[config.mk]
export PLATFORM = sky130hd
export DESIGN_NAME = fp_mult_pipe
export DESIGN_NICKNAME = d
export VERILOG_FILES = /design/src/rtl/dlfloat_pkg.sv /design/src/rtl/dlf_round_norm.sv /design/src/rtl/fp_mult_pipe.sv
export SDC_FILE = /design/constraint.sdc
export NUM_CORES = 1
export LEC_CHECK = 0
export ABC_AREA = 0
export CAP_MARGIN = 15
export CORE_AREA = 2 2 103 155
export CTS_CLUSTER_DIAMETER = 60
export CTS_CLUSTER_SIZE = 14
export DETAILED_ROUTE_END_ITERATION = 10
export DIE_AREA = 0 0 105 157
export PLACE_DENSITY_LB_ADDON = 0.3
export SETUP_SLACK_MARGIN = 0.2
export SLEW_MARGIN = 20
export SYNTH_ARGS = -nofsm -noshare
export SYNTH_HDL_FRONTEND = slang
export SYNTH_SLANG_ARGS = --single-unit
[constraint.sdc]
create_clock -name clk -period 6 [get_ports clk]
set_input_delay 1.2 -clock clk [delete_from_list [all_inputs] [get_ports clk]]
set_output_delay 1.2 -clock clk [all_outputs]
set_load 0.02 [all_outputs]
[src/rtl/dlfloat_pkg.sv]
// dlfloat_pkg: DLFloat format defaults, flag indices, classify helpers and pipeline payload types
package dlfloat_pkg;
  localparam int DLF_EXP_W = 6;
  localparam int DLF_MAN_W = 9;
  localparam int DLF_BIAS = 31;
  localparam int DLF_TAG_W = 4;
  localparam int DLF_W = 1 + DLF_EXP_W + DLF_MAN_W;
  localparam int FLG_INV = 3;
  localparam int FLG_OVF = 2;
  localparam int FLG_UNF = 1;
  localparam int FLG_NX = 0;
  function automatic logic is_special(input logic [DLF_W-2:0] em);
    return &em;
  endfunction
  function automatic logic is_zero(input logic [DLF_W-2:0] em);
    return em[DLF_W-2 -: DLF_EXP_W] == '0;
  endfunction
  typedef struct packed {
    logic s;
    logic [DLF_EXP_W+1:0] e;
    logic [DLF_MAN_W:0] ma;
    logic [DLF_MAN_W:0] mb;
    logic special;
    logic inv;
    logic zero;
    logic rnd;
    logic [DLF_TAG_W-1:0] tag;
  } s1_t;
  typedef struct packed {
    logic s;
    logic [DLF_EXP_W+1:0] e;
    logic [2*DLF_MAN_W+1:0] prod;
    logic special;
    logic inv;
    logic zero;
    logic rnd;
    logic [DLF_TAG_W-1:0] tag;
  } s2_t;
endpackage

[src/rtl/dlf_round_norm.sv]
// dlf_round_norm: combinational normalise, round, exception select and pack
// ports: s/e/prod = sign, biased exponent (two's complement, EXP_W+2 bits), raw mantissa product;
//        rnd = 0 nearest-even / 1 truncate; special/inv/zero = operand class; z/flags = packed result
module dlf_round_norm
  import dlfloat_pkg::*;
#(
  parameter int EXP_W = DLF_EXP_W,
  parameter int MAN_W = DLF_MAN_W
) (
  input  logic                       s,
  input  logic [EXP_W+1:0]           e,
  input  logic [2*MAN_W+1:0]         prod,
  input  logic                       rnd,
  input  logic                       special,
  input  logic                       inv,
  input  logic                       zero,
  output logic [EXP_W+MAN_W:0]       z,
  output logic [3:0]                 flags
);
  localparam int W = 1 + EXP_W + MAN_W;
  localparam int PW = 2 * MAN_W + 2;
  localparam int EW = EXP_W + 2;
  localparam logic [EW-1:0] EMAX = EW'((1 << EXP_W) - 1);
  logic top, g, st, inc, c;
  logic [PW-1:0] pn;
  logic [MAN_W-1:0] man, mr;
  logic [EW-1:0] e2;
  always_comb begin
    top = prod[PW-1];
    pn = top ? prod : prod << 1;
    man = pn[PW-2 -: MAN_W];
    g = pn[MAN_W];
    st = |pn[MAN_W-1:0];
    inc = !rnd && g && (st || man[0]);
    {c, mr} = {1'b0, man} + (MAN_W+1)'(inc);
    e2 = e + EW'(top) + EW'(c);
    z = {s, e2[EXP_W-1:0], mr};
    flags = '0;
    if (special) begin
      z = {s, {(W-1){1'b1}}};
      flags[FLG_INV] = inv;
    end else if (zero) begin
      z = {s, {(W-1){1'b0}}};
    end else if (e2[EW-1] || e2 == '0) begin
      z = {s, {(W-1){1'b0}}};
      flags[FLG_UNF] = 1'b1;
      flags[FLG_NX] = 1'b1;
    end else if (e2 > EMAX || (e2 == EMAX && &mr)) begin
      // all-ones mantissa at the top exponent would encode SPECIAL, so it overflows too
      z = {s, {(W-1){1'b1}}};
      flags[FLG_OVF] = 1'b1;
      flags[FLG_NX] = 1'b1;
    end else begin
      flags[FLG_NX] = g || st;
    end
  end
endmodule

[src/rtl/fp_mult_pipe.sv]
// fp_mult_pipe: 3-stage valid/ready DLFloat multiplier with tag passthrough and IEEE-style flags
// ports: in_valid/in_ready/in_a/in_b/in_tag/rnd_mode = operand side;
//        out_valid/out_ready/out_z/out_tag/out_flags = result side, flags {inv,ovf,unf,nx}
module fp_mult_pipe
  import dlfloat_pkg::*;
#(
  parameter int EXP_W = DLF_EXP_W,
  parameter int MAN_W = DLF_MAN_W,
  parameter int BIAS = DLF_BIAS,
  parameter int TAG_W = DLF_TAG_W
) (
  input  logic                   clk,
  input  logic                   rst_n,
  input  logic                   in_valid,
  output logic                   in_ready,
  input  logic [EXP_W+MAN_W:0]   in_a,
  input  logic [EXP_W+MAN_W:0]   in_b,
  input  logic [TAG_W-1:0]       in_tag,
  input  logic                   rnd_mode,
  output logic                   out_valid,
  input  logic                   out_ready,
  output logic [EXP_W+MAN_W:0]   out_z,
  output logic [TAG_W-1:0]       out_tag,
  output logic [3:0]             out_flags
);
  localparam int W = 1 + EXP_W + MAN_W;
  localparam int EW = EXP_W + 2;
  localparam int PW = 2 * MAN_W + 2;
  s1_t s1, n1;
  s2_t s2, n2;
  logic v1, v2, v3, ld1, ld2, ld3;
  logic sp_a, sp_b, z_a, z_b;
  logic [W-1:0] z3;
  logic [3:0] f3;
  assign ld3 = !v3 || out_ready;
  assign ld2 = !v2 || ld3;
  assign ld1 = !v1 || ld2;
  assign in_ready = ld1;
  assign out_valid = v3;
  always_comb begin
    sp_a = is_special(in_a[W-2:0]);
    sp_b = is_special(in_b[W-2:0]);
    z_a = is_zero(in_a[W-2:0]);
    z_b = is_zero(in_b[W-2:0]);
    n1.s = in_a[W-1] ^ in_b[W-1];
    n1.e = EW'(in_a[W-2 -: EXP_W]) + EW'(in_b[W-2 -: EXP_W]) - EW'(BIAS);
    n1.ma = {1'b1, in_a[MAN_W-1:0]};
    n1.mb = {1'b1, in_b[MAN_W-1:0]};
    n1.special = sp_a || sp_b;
    n1.inv = (sp_a && z_b) || (sp_b && z_a);
    n1.zero = z_a || z_b;
    n1.rnd = rnd_mode;
    n1.tag = in_tag;
    n2.s = s1.s;
    n2.e = s1.e;
    n2.prod = PW'(s1.ma) * PW'(s1.mb);
    n2.special = s1.special;
    n2.inv = s1.inv;
    n2.zero = s1.zero;
    n2.rnd = s1.rnd;
    n2.tag = s1.tag;
  end
  dlf_round_norm #(.EXP_W(EXP_W), .MAN_W(MAN_W)) u_rn (
    .s(s2.s), .e(s2.e), .prod(s2.prod), .rnd(s2.rnd),
    .special(s2.special), .inv(s2.inv), .zero(s2.zero),
    .z(z3), .flags(f3)
  );
  always_ff @(posedge clk or negedge rst_n) begin
    if (!rst_n) begin
      v1 <= 1'b0;
      v2 <= 1'b0;
      v3 <= 1'b0;
      s1 <= '0;
      s2 <= '0;
      out_z <= '0;
      out_tag <= '0;
      out_flags <= '0;
    end else begin
      if (ld1) v1 <= in_valid;
      if (ld1 && in_valid) s1 <= n1;
      if (ld2) v2 <= v1;
      if (ld2 && v1) s2 <= n2;
      if (ld3) v3 <= v2;
      if (ld3 && v2) begin
        out_z <= z3;
        out_tag <= s2.tag;
        out_flags <= f3;
      end
    end
  end
endmodule

==> results.cfg, run 1 <==
[grt]
antenna_found_initial = 0
grt_max_degree = 62
grt_pass1_vias = 6231
grt_usage = 0.232
grt_pass1_wl_mm = 30.3
grt_overflow = 0

[setup_path]
crit_slowest_cell = fa_1
crit_path_max_incr_delay_ps = 550
path_class = flip-flop to flip-flop
required_ps = 6280
crit_chain = nand2_1 > fa_1 > inv_1 > fa_1 > inv_1 > fa_1 > inv_1 > fa_1 > inv_1 > fa_1 > inv_1 > ha_1 > a21oi_1 > o21ai_0 > o31a_1 > or4_1 > nand3_1
crit_path_start_kind = flip-flop
crit_family = adder cells
cp-end-kind = flip-flop
critPathMaxFanout = 11
arrival_ps = 5440
rrSetupSlack_ps = 840
critPathBufInv = 5

[synthesis]
avgSynthCellArea_um2 = 10.1
synth.distinct_cells = 65
syn_inst = 819
synthTopCellsByArea = dfrtp_1 (30%), fa_1 (16%), ha_1 (10%)
synth-edff-count = 0
netlist_area_um2 = 8240
yosysMostFrequentCell = dfrtp_1
synthFlopType = dfrtp_1
syn_nets = 993
ys_ff_latch = 100
synth_top_area_share = 0.304
ys_warn_count = 0
synth_async_sr_flop_share = 1.00
synth_top_area_cell = dfrtp_1
yosysSeqAreaShare = 0.304
yosys-top-cells-count = dfrtp_1 (100), nand2_1 (91), inv_1 (72)

[sta]
hold_viol_final = 0
finalSetupViolCount = 0
min_period_over_period = 0.861
grt_setup_unrepaired = no
fin_crit_ps = 5160
tightest_slew_ps = 1060
max_freq_ghz = 0.194
clock_skew_ps = 17.5
tns_ps = 0
slew_violations = 0
max_slew_margin = 0.291

[clocking]
clkSinkCount = 100
cts_max_path_buffers = 2
postCtsHoldBufs = 0
root_buffer = clkbuf_16
clkLatencyLatePin_ps = 350
cts_tree = yes
cts_setup_buffers = 0
htree_levels = 3
clkTransAtPathRegs_ps = 80
cts_resized = 0
cts_buffers = 9

[floorplan]
initial_core_util = 0.550
die_y_um = 157
fp-row-count = 55
die_x_um = 105
core-area_um2 = 15000
ios = 67
die-area_um2 = 16500

[placement]
place_area_um2 = 9000
dp_hpwl_mm = 14.3
port-buffer-count = 66
globalplace.congestion = 0.933

[finish]
num-nets-final = 1033
n_antenna_cell = 0
drive_above_1_share = 0.0949
area_delta_synth_final_pct = 13.0
fin_area_um2 = 9310

[detailed_routing]
vias = 5882
firstDrtPassIters = 4
wl_per_cell_um = 16.5
ant_nets = 0
routed_wl_mm = 17.6
drtIter0Drc = 213
vias_per_cell = 5.53
drc = 0

[hold_path]
hold_path.class = flip-flop to flip-flop

[outcome]
status = complete, no violations

[run]
drv_cap = 0
## cells in the final DEF, fill, tap and decap left out, types with 9 or more instances in the layout
| cell type | instances |
|---|---|
| xor2_1 | 12 |
| o21ai_0 | 23 |
| dfrtp_1 | 100 |
| nand2_1 | 91 |
| nand3_1 | 17 |
| clkbuf_16 | 9 |
| nor2_1 | 24 |
| a21oi_1 | 18 |
| and2_1 | 70 |
| ha_1 | 69 |
| clkdlybuf4s50_1 | 65 |
| mux2i_1 | 14 |
| inv_1 | 72 |
| nand2b_1 | 10 |
| fa_1 | 64 |
| nor3_1 | 11 |
| nand4_1 | 14 |
| mux2_2 | 49 |
| xnor2_1 | 18 |
## through the flow
step                      cells  setup WS [ps]  hold slack (ps)   util
after floorplan             819            918              431      -
after global placement     1047            985              446  0.600
after detailed placement   1047            873              452  0.600
after CTS                  1063            850              479  0.621
after global routing       1063            561              502  0.621
final                      1063            836              472  0.621
## cell families (layout without fill, tap and decap cells)
| logic type | Yosys count | count (layout) | synth area share |
|---|---|---|---|
| AND/OR/NAND/NOR | 271 | 271 | 0.173 |
| multiplexers | 63 | 63 | 0.0839 |
| buffers and inverters | 115 | 160 | 0.0571 |
| AO/OA/AOI/OAI | 106 | 106 | 0.0889 |
| XOR/XNOR | 31 | 31 | 0.0338 |
| flip-flops | 100 | 100 | 0.304 |
| adder cells (fa/ha/maj) | 133 | 133 | 0.260 |
## layout make-up
type | instances | area, um^2
Multi-Input combinational cell | 604 | 5270
Fill cell | 1286 | 5690
Inverter | 72 | 270
Sequential cell | 100 | 2500
Clock inverter | 7 | 91.3
Clock buffer | 9 | 225
Tap cell | 199 | 249
Timing Repair Buffer | 72 | 703
## flip-flops by register name (all words and copies together), names as in the netlist
register and count:
out_flags 4, s2 37, n2 17, out_tag 4, out_valid 1, v1 1
out_z 16, v2 1, s1 19
## tightest hold or removal path, delay by kind of cell (launching register included)
family | cells | cell delay (ps)
flops | 1 | 330
simple gates | 2 | 100
## metal layers
metal	GRT usage	up-vias	wire length (um)
li1	-	2868	-
met1	0.261	2866	6910
met2	0.438	102	9500
met3	0.0277	46	415
met4	0.101	0	754
met5	0	-	0
## worst paths after layout
kind / from / to / depth (start not counted)
hold / removal: s2[8] / s2[8] / 2
max in group asynchronous: rst_n / s2[15] / 2
setup reg to reg: s1[23] / s2[25] / 17
hold reg to reg: s2[8] / s2[8] / 2
min in group asynchronous: rst_n / s2[36] / 1
setup / recovery: s1[23] / s2[25] / 17
Power of run 1 is not shown: default switching activity piles up to over one toggle a cycle in this logic, so the estimate is an artifact.
==> run 2, diff against run 1 <==
PLACE_DENSITY = 0.73   (was unset)
PLACE_DENSITY_LB_ADDON = unset   (was 0.3)
==> results.cfg, run 2 (same netlist as run 1, synthesis figures left out) <==
[outcome]
status = complete, no violations

[placement]
place_area_um2 = 8990
dp_hpwl_mm = 15.5
globalplace.congestion = 0.900
dp.cells = 1046
port-buffer-count = 66

[floorplan]
die_x_um = 105
core-area_um2 = 15000
die-area_um2 = 16500
fp-row-count = 55
die_y_um = 157
initial_core_util = 0.550
ios = 67

[sta]
hold_viol_final = 0
fin_crit_ps = 5360
tns_ps = 0
tightest_slew_ps = 1020
finalSetupViolCount = 0
max_freq_ghz = 0.187
slew_violations = 0
grt_setup_unrepaired = no
clock_skew_ps = 12.9
min_period_over_period = 0.893
max_slew_margin = 0.318

[finish]
num-nets-final = 1032
final_cell_count_no_fill = 1062
drive_above_1_share = 0.0939
final_cell_mix = dfrtp_1 (100), nand2_1 (91), inv_1 (72), and2_1 (70), ha_1 (69)
n_antenna_cell = 0
final_common_cell = dfrtp_1
regMostFlops = s2
largest_register_ffs = 37
multiInputGateArea_um2 = 5270
fin_area_um2 = 9310
fill_cells = 1312
area_delta_synth_final_pct = 12.9
regArea_um2 = 2500

[detailed_routing]
vias_per_cell = 5.69
vias = 6047
ant_nets = 0
routed_wl_mm = 19.5
wl_per_cell_um = 18.4
drtIter0Drc = 248
drc = 0
firstDrtPassIters = 5

[clocking]
cts_tree = yes
cts_buffers = 9
root_buffer = clkbuf_16
clkTransAtPathRegs_ps = 80
htree_levels = 3
clkLatencyLatePin_ps = 350
cts_setup_buffers = 0
cts_max_path_buffers = 2
clkSinkCount = 100
cts_resized = 0
postCtsHoldBufs = 0

[run]
drv_cap = 0

[setup_path]
path_class = flip-flop to flip-flop
cp-end-kind = flip-flop
critPathMaxFanout = 20
arrival_ps = 5590
required_ps = 6230
crit_path_start_kind = flip-flop
rrSetupSlack_ps = 640

[grt]
grt_usage = 0.254
grt_pass1_wl_mm = 32.8
grt_overflow = 0
grt_pass1_vias = 6531
grt_max_degree = 71
antenna_found_initial = 0

[hold_path]
hold_path.class = flip-flop to flip-flop
==> run 2: cell count changes in the layout (fill, tap and decap cells not counted), sizes merged <==
cell / delta
buf: -1
clkinv: +1
inv: -1
==> run 2: per-stage QoR <==
step                hold slack, ps  utilization  setup WS (ps)
floorplan                      431            -            918
global placement               449        0.599            758
detailed placement             457        0.599            649
CTS                            476        0.620            637
global route                   494        0.620            340
finish                         483        0.620            641
==> run 2: worst paths after layout <==
kind,startpoint,to,cells after the start
max in group asynchronous,rst_n,s2[15],2
max reg2reg,s1[27],s2[27],16
min,s2[3],out_tag[3],2
min in group asynchronous,rst_n,s1[26],1
min reg2reg,s2[3],out_tag[3],2
max,s1[27],s2[27],16
==> run 2: final cells by class <==
class / count / area share
clock buffer: 9 / 0.0242
clock inverter: 7 / 0.00982
inverter: 72 / 0.0290
multi-input combinational: 604 / 0.566
sequential: 100 / 0.269
tap: 199 / 0.0268
timing repair buffer: 71 / 0.0748
==> run 2: worst max-delay path, stage by stage, from the launching register on <==
cell     delay (ps)
dfrtp_1         720
nand2_1         160
fa_1            530
fa_1            560
inv_1            60
fa_1            520
fa_1            550
inv_1            50
fa_1            530
inv_1            40
ha_1            340
and2_1          180
nand3_1          80
a21oi_1         260
o31a_1          210
o21a_1          140
mux2_2          320
==> run 2: per-layer routing <==
layer  vias to the layer above  track usage  share of wire  routed length (um)
met5                         -            0              0                   0
met4                         0       0.0952          0.032                 634
met3                        32       0.0236          0.022                 427
met2                       121        0.516           0.58               11300
met1                      3047        0.264           0.37                7130
li1                       2847            -              -                   -
Power of run 2 is left out for the same reason.
==> run 3, diff against run 2 <==
CORE_AREA = 2 2 106 159   (was 2 2 103 155)
DIE_AREA = 0 0 108 161   (was 0 0 105 157)
SYNTH_HIERARCHICAL = 1   (was unset)
clock period = 5.95 ns   (was 6 ns; I/O delays follow)
==> results.cfg, run 3 <==
[finish]
largest_register_ffs = 37
n_antenna_cell = 0
final_cell_count_no_fill = 1150
final_common_cell = nand2_1
fill_cells = 1423
num-nets-final = 1112
area_delta_synth_final_pct = 11.1
regMostFlops = s2
final_cell_mix = nand2_1 (144), dfrtp_1 (100), inv_1 (77), ha_1 (68), and2_1 (67)
drive_above_1_share = 0.0953

[clocking]
htree_levels = 3
postCtsHoldBufs = 0
root_buffer = clkbuf_16
cts_tree = yes
cts_buffers = 9
cts_resized = 0
cts_setup_buffers = 0
clkSinkCount = 100
cts_max_path_buffers = 2
clkTransAtPathRegs_ps = 80
clkLatencyLatePin_ps = 350

[sta]
max_freq_ghz = 0.197
hold_viol_final = 0
fin_crit_ps = 5070
max_slew_margin = 0.370
slew_violations = 0
min_period_over_period = 0.851
tightest_slew_ps = 943
grt_setup_unrepaired = no
timing.final.ws_setup_ps = 884
finalSetupViolCount = 0
clock_skew_ps = 12.4
tns_ps = 0

[detailed_routing]
drtIter0Drc = 351
wl_per_cell_um = 16.6
vias = 6480
firstDrtPassIters = 5
routed_wl_mm = 19.1
ant_nets = 0
drc = 0
vias_per_cell = 5.63

[floorplan]
die_x_um = 108
die-area_um2 = 17400
ios = 67
initial_core_util = 0.541
die_y_um = 161
fp-row-count = 57
core-area_um2 = 16000

[synthesis]
netlist_area_um2 = 8690
syn_inst = 910
yosysMostFrequentCell = nand2_1
avgSynthCellArea_um2 = 9.54
ys_warn_count = 6
synth.distinct_cells = 76
yosysSeqAreaShare = 0.288
ys_ff_latch = 100
synth_async_sr_flop_share = 1.00
yosys-top-cells-count = nand2_1 (144), dfrtp_1 (100), inv_1 (77)
synth_top_area_share = 0.288
synth_top_area_cell = dfrtp_1
syn_nets = 1083
synthTopCellsByArea = dfrtp_1 (29%), fa_1 (15%), ha_1 (9.8%)
synthFlopType = dfrtp_1
synth-edff-count = 0

[setup_path]
cp-end-kind = flip-flop
critPathMaxFanout = 20
required_ps = 6170
crit_path_start_kind = flip-flop
rrSetupSlack_ps = 880
path_class = flip-flop to flip-flop
arrival_ps = 5290

[placement]
dp_hpwl_mm = 15.1
pre_cts_ws_ps = 921
dp.cells = 1134
port-buffer-count = 66
globalplace.congestion = 0.938

[grt]
grt_pass1_vias = 6715
grt_pass1_wl_mm = 31.8
grt_overflow = 0
grt_usage = 0.230
antenna_found_initial = 0
grt_max_degree = 68

[run]
drv_cap = 0

[outcome]
status = complete, no violations

[hold_path]
hold_path.class = flip-flop to flip-flop
## run 3: cell count changes after synthesis, moves of 6 or more
cell / before / now
xnor2_1: 18 / 9
nand2_1: 91 / 144
buf_4: 0 / 6
mux2i_1: 14 / 3
a31oi_1: 4 / 11
a21oi_1: 18 / 31
nor2_1: 24 / 17
nand3_1: 17 / 23
## run 3: kinds of logic (layout without fill, tap and decap cells)
kind of cell	count (synthesis)	in the layout	share of synthesized area
flip-flops	100	100	0.288
buffers and inverters	130	164	0.0686
AO/OA/AOI/OAI	137	137	0.108
XOR/XNOR	25	25	0.0252
adder cells (fa/ha/maj)	132	132	0.245
multiplexers	54	54	0.0696
AND/OR/NAND/NOR	332	332	0.195
## run 3: metal layers
layer	GRT usage	vias to the layer above	share of wire	routed length, um
met4	0.0769	0	0.029	548
li1	-	3150	-	-
met1	0.271	3186	0.40	7740
met2	0.427	114	0.55	10400
met5	0	-	0	0
met3	0.0258	30	0.020	385
## run 3: final cells by class
class | count | area (um^2) | area share
clock buffers | 9 | 225 | 0.0233
repair buffers | 70 | 688 | 0.0713
well taps | 206 | 258 | 0.0267
multi-input cells | 680 | 5590 | 0.579
flip-flops and latches | 100 | 2500 | 0.259
inverters | 78 | 293 | 0.0303
clock inverters | 7 | 93.8 | 0.00973
## run 3: stage by stage
step	utilization	hold WS, ps	area, um^2
detailed placement	0.581	451	9330
finish	0.601	467	9650
CTS	0.601	464	9650
global route	0.601	502	9650
floorplan	-	433	8690
global placement	0.581	444	9330
## run 3: worst paths after layout
| path | from | end | cells after the start |
|---|---|---|---|
| worst max register to register | s1[27] | s2[24] | 13 |
| worst max-delay path | s1[27] | s2[24] | 13 |
| max in group asynchronous | rst_n | s2[18] | 2 |
| min in group asynchronous | rst_n | n2[2] | 1 |
| worst min-delay path | n2[31] | s2[31] | 2 |
| worst min register to register | n2[31] | s2[31] | 2 |
## run 3: critical path, cell delays in order (launching register included)
cell and delay [ps]:
dfrtp_1 660, nand2_1 150, fa_1 520, fa_1 520, fa_1 520, fa_1 540, inv_1 50, fa_1 470
ha_1 400, a21oi_1 320, o21ai_0 200, o31ai_1 330, o311a_1 190, nand3_1 80
Power of run 3 is left out for the same reason.
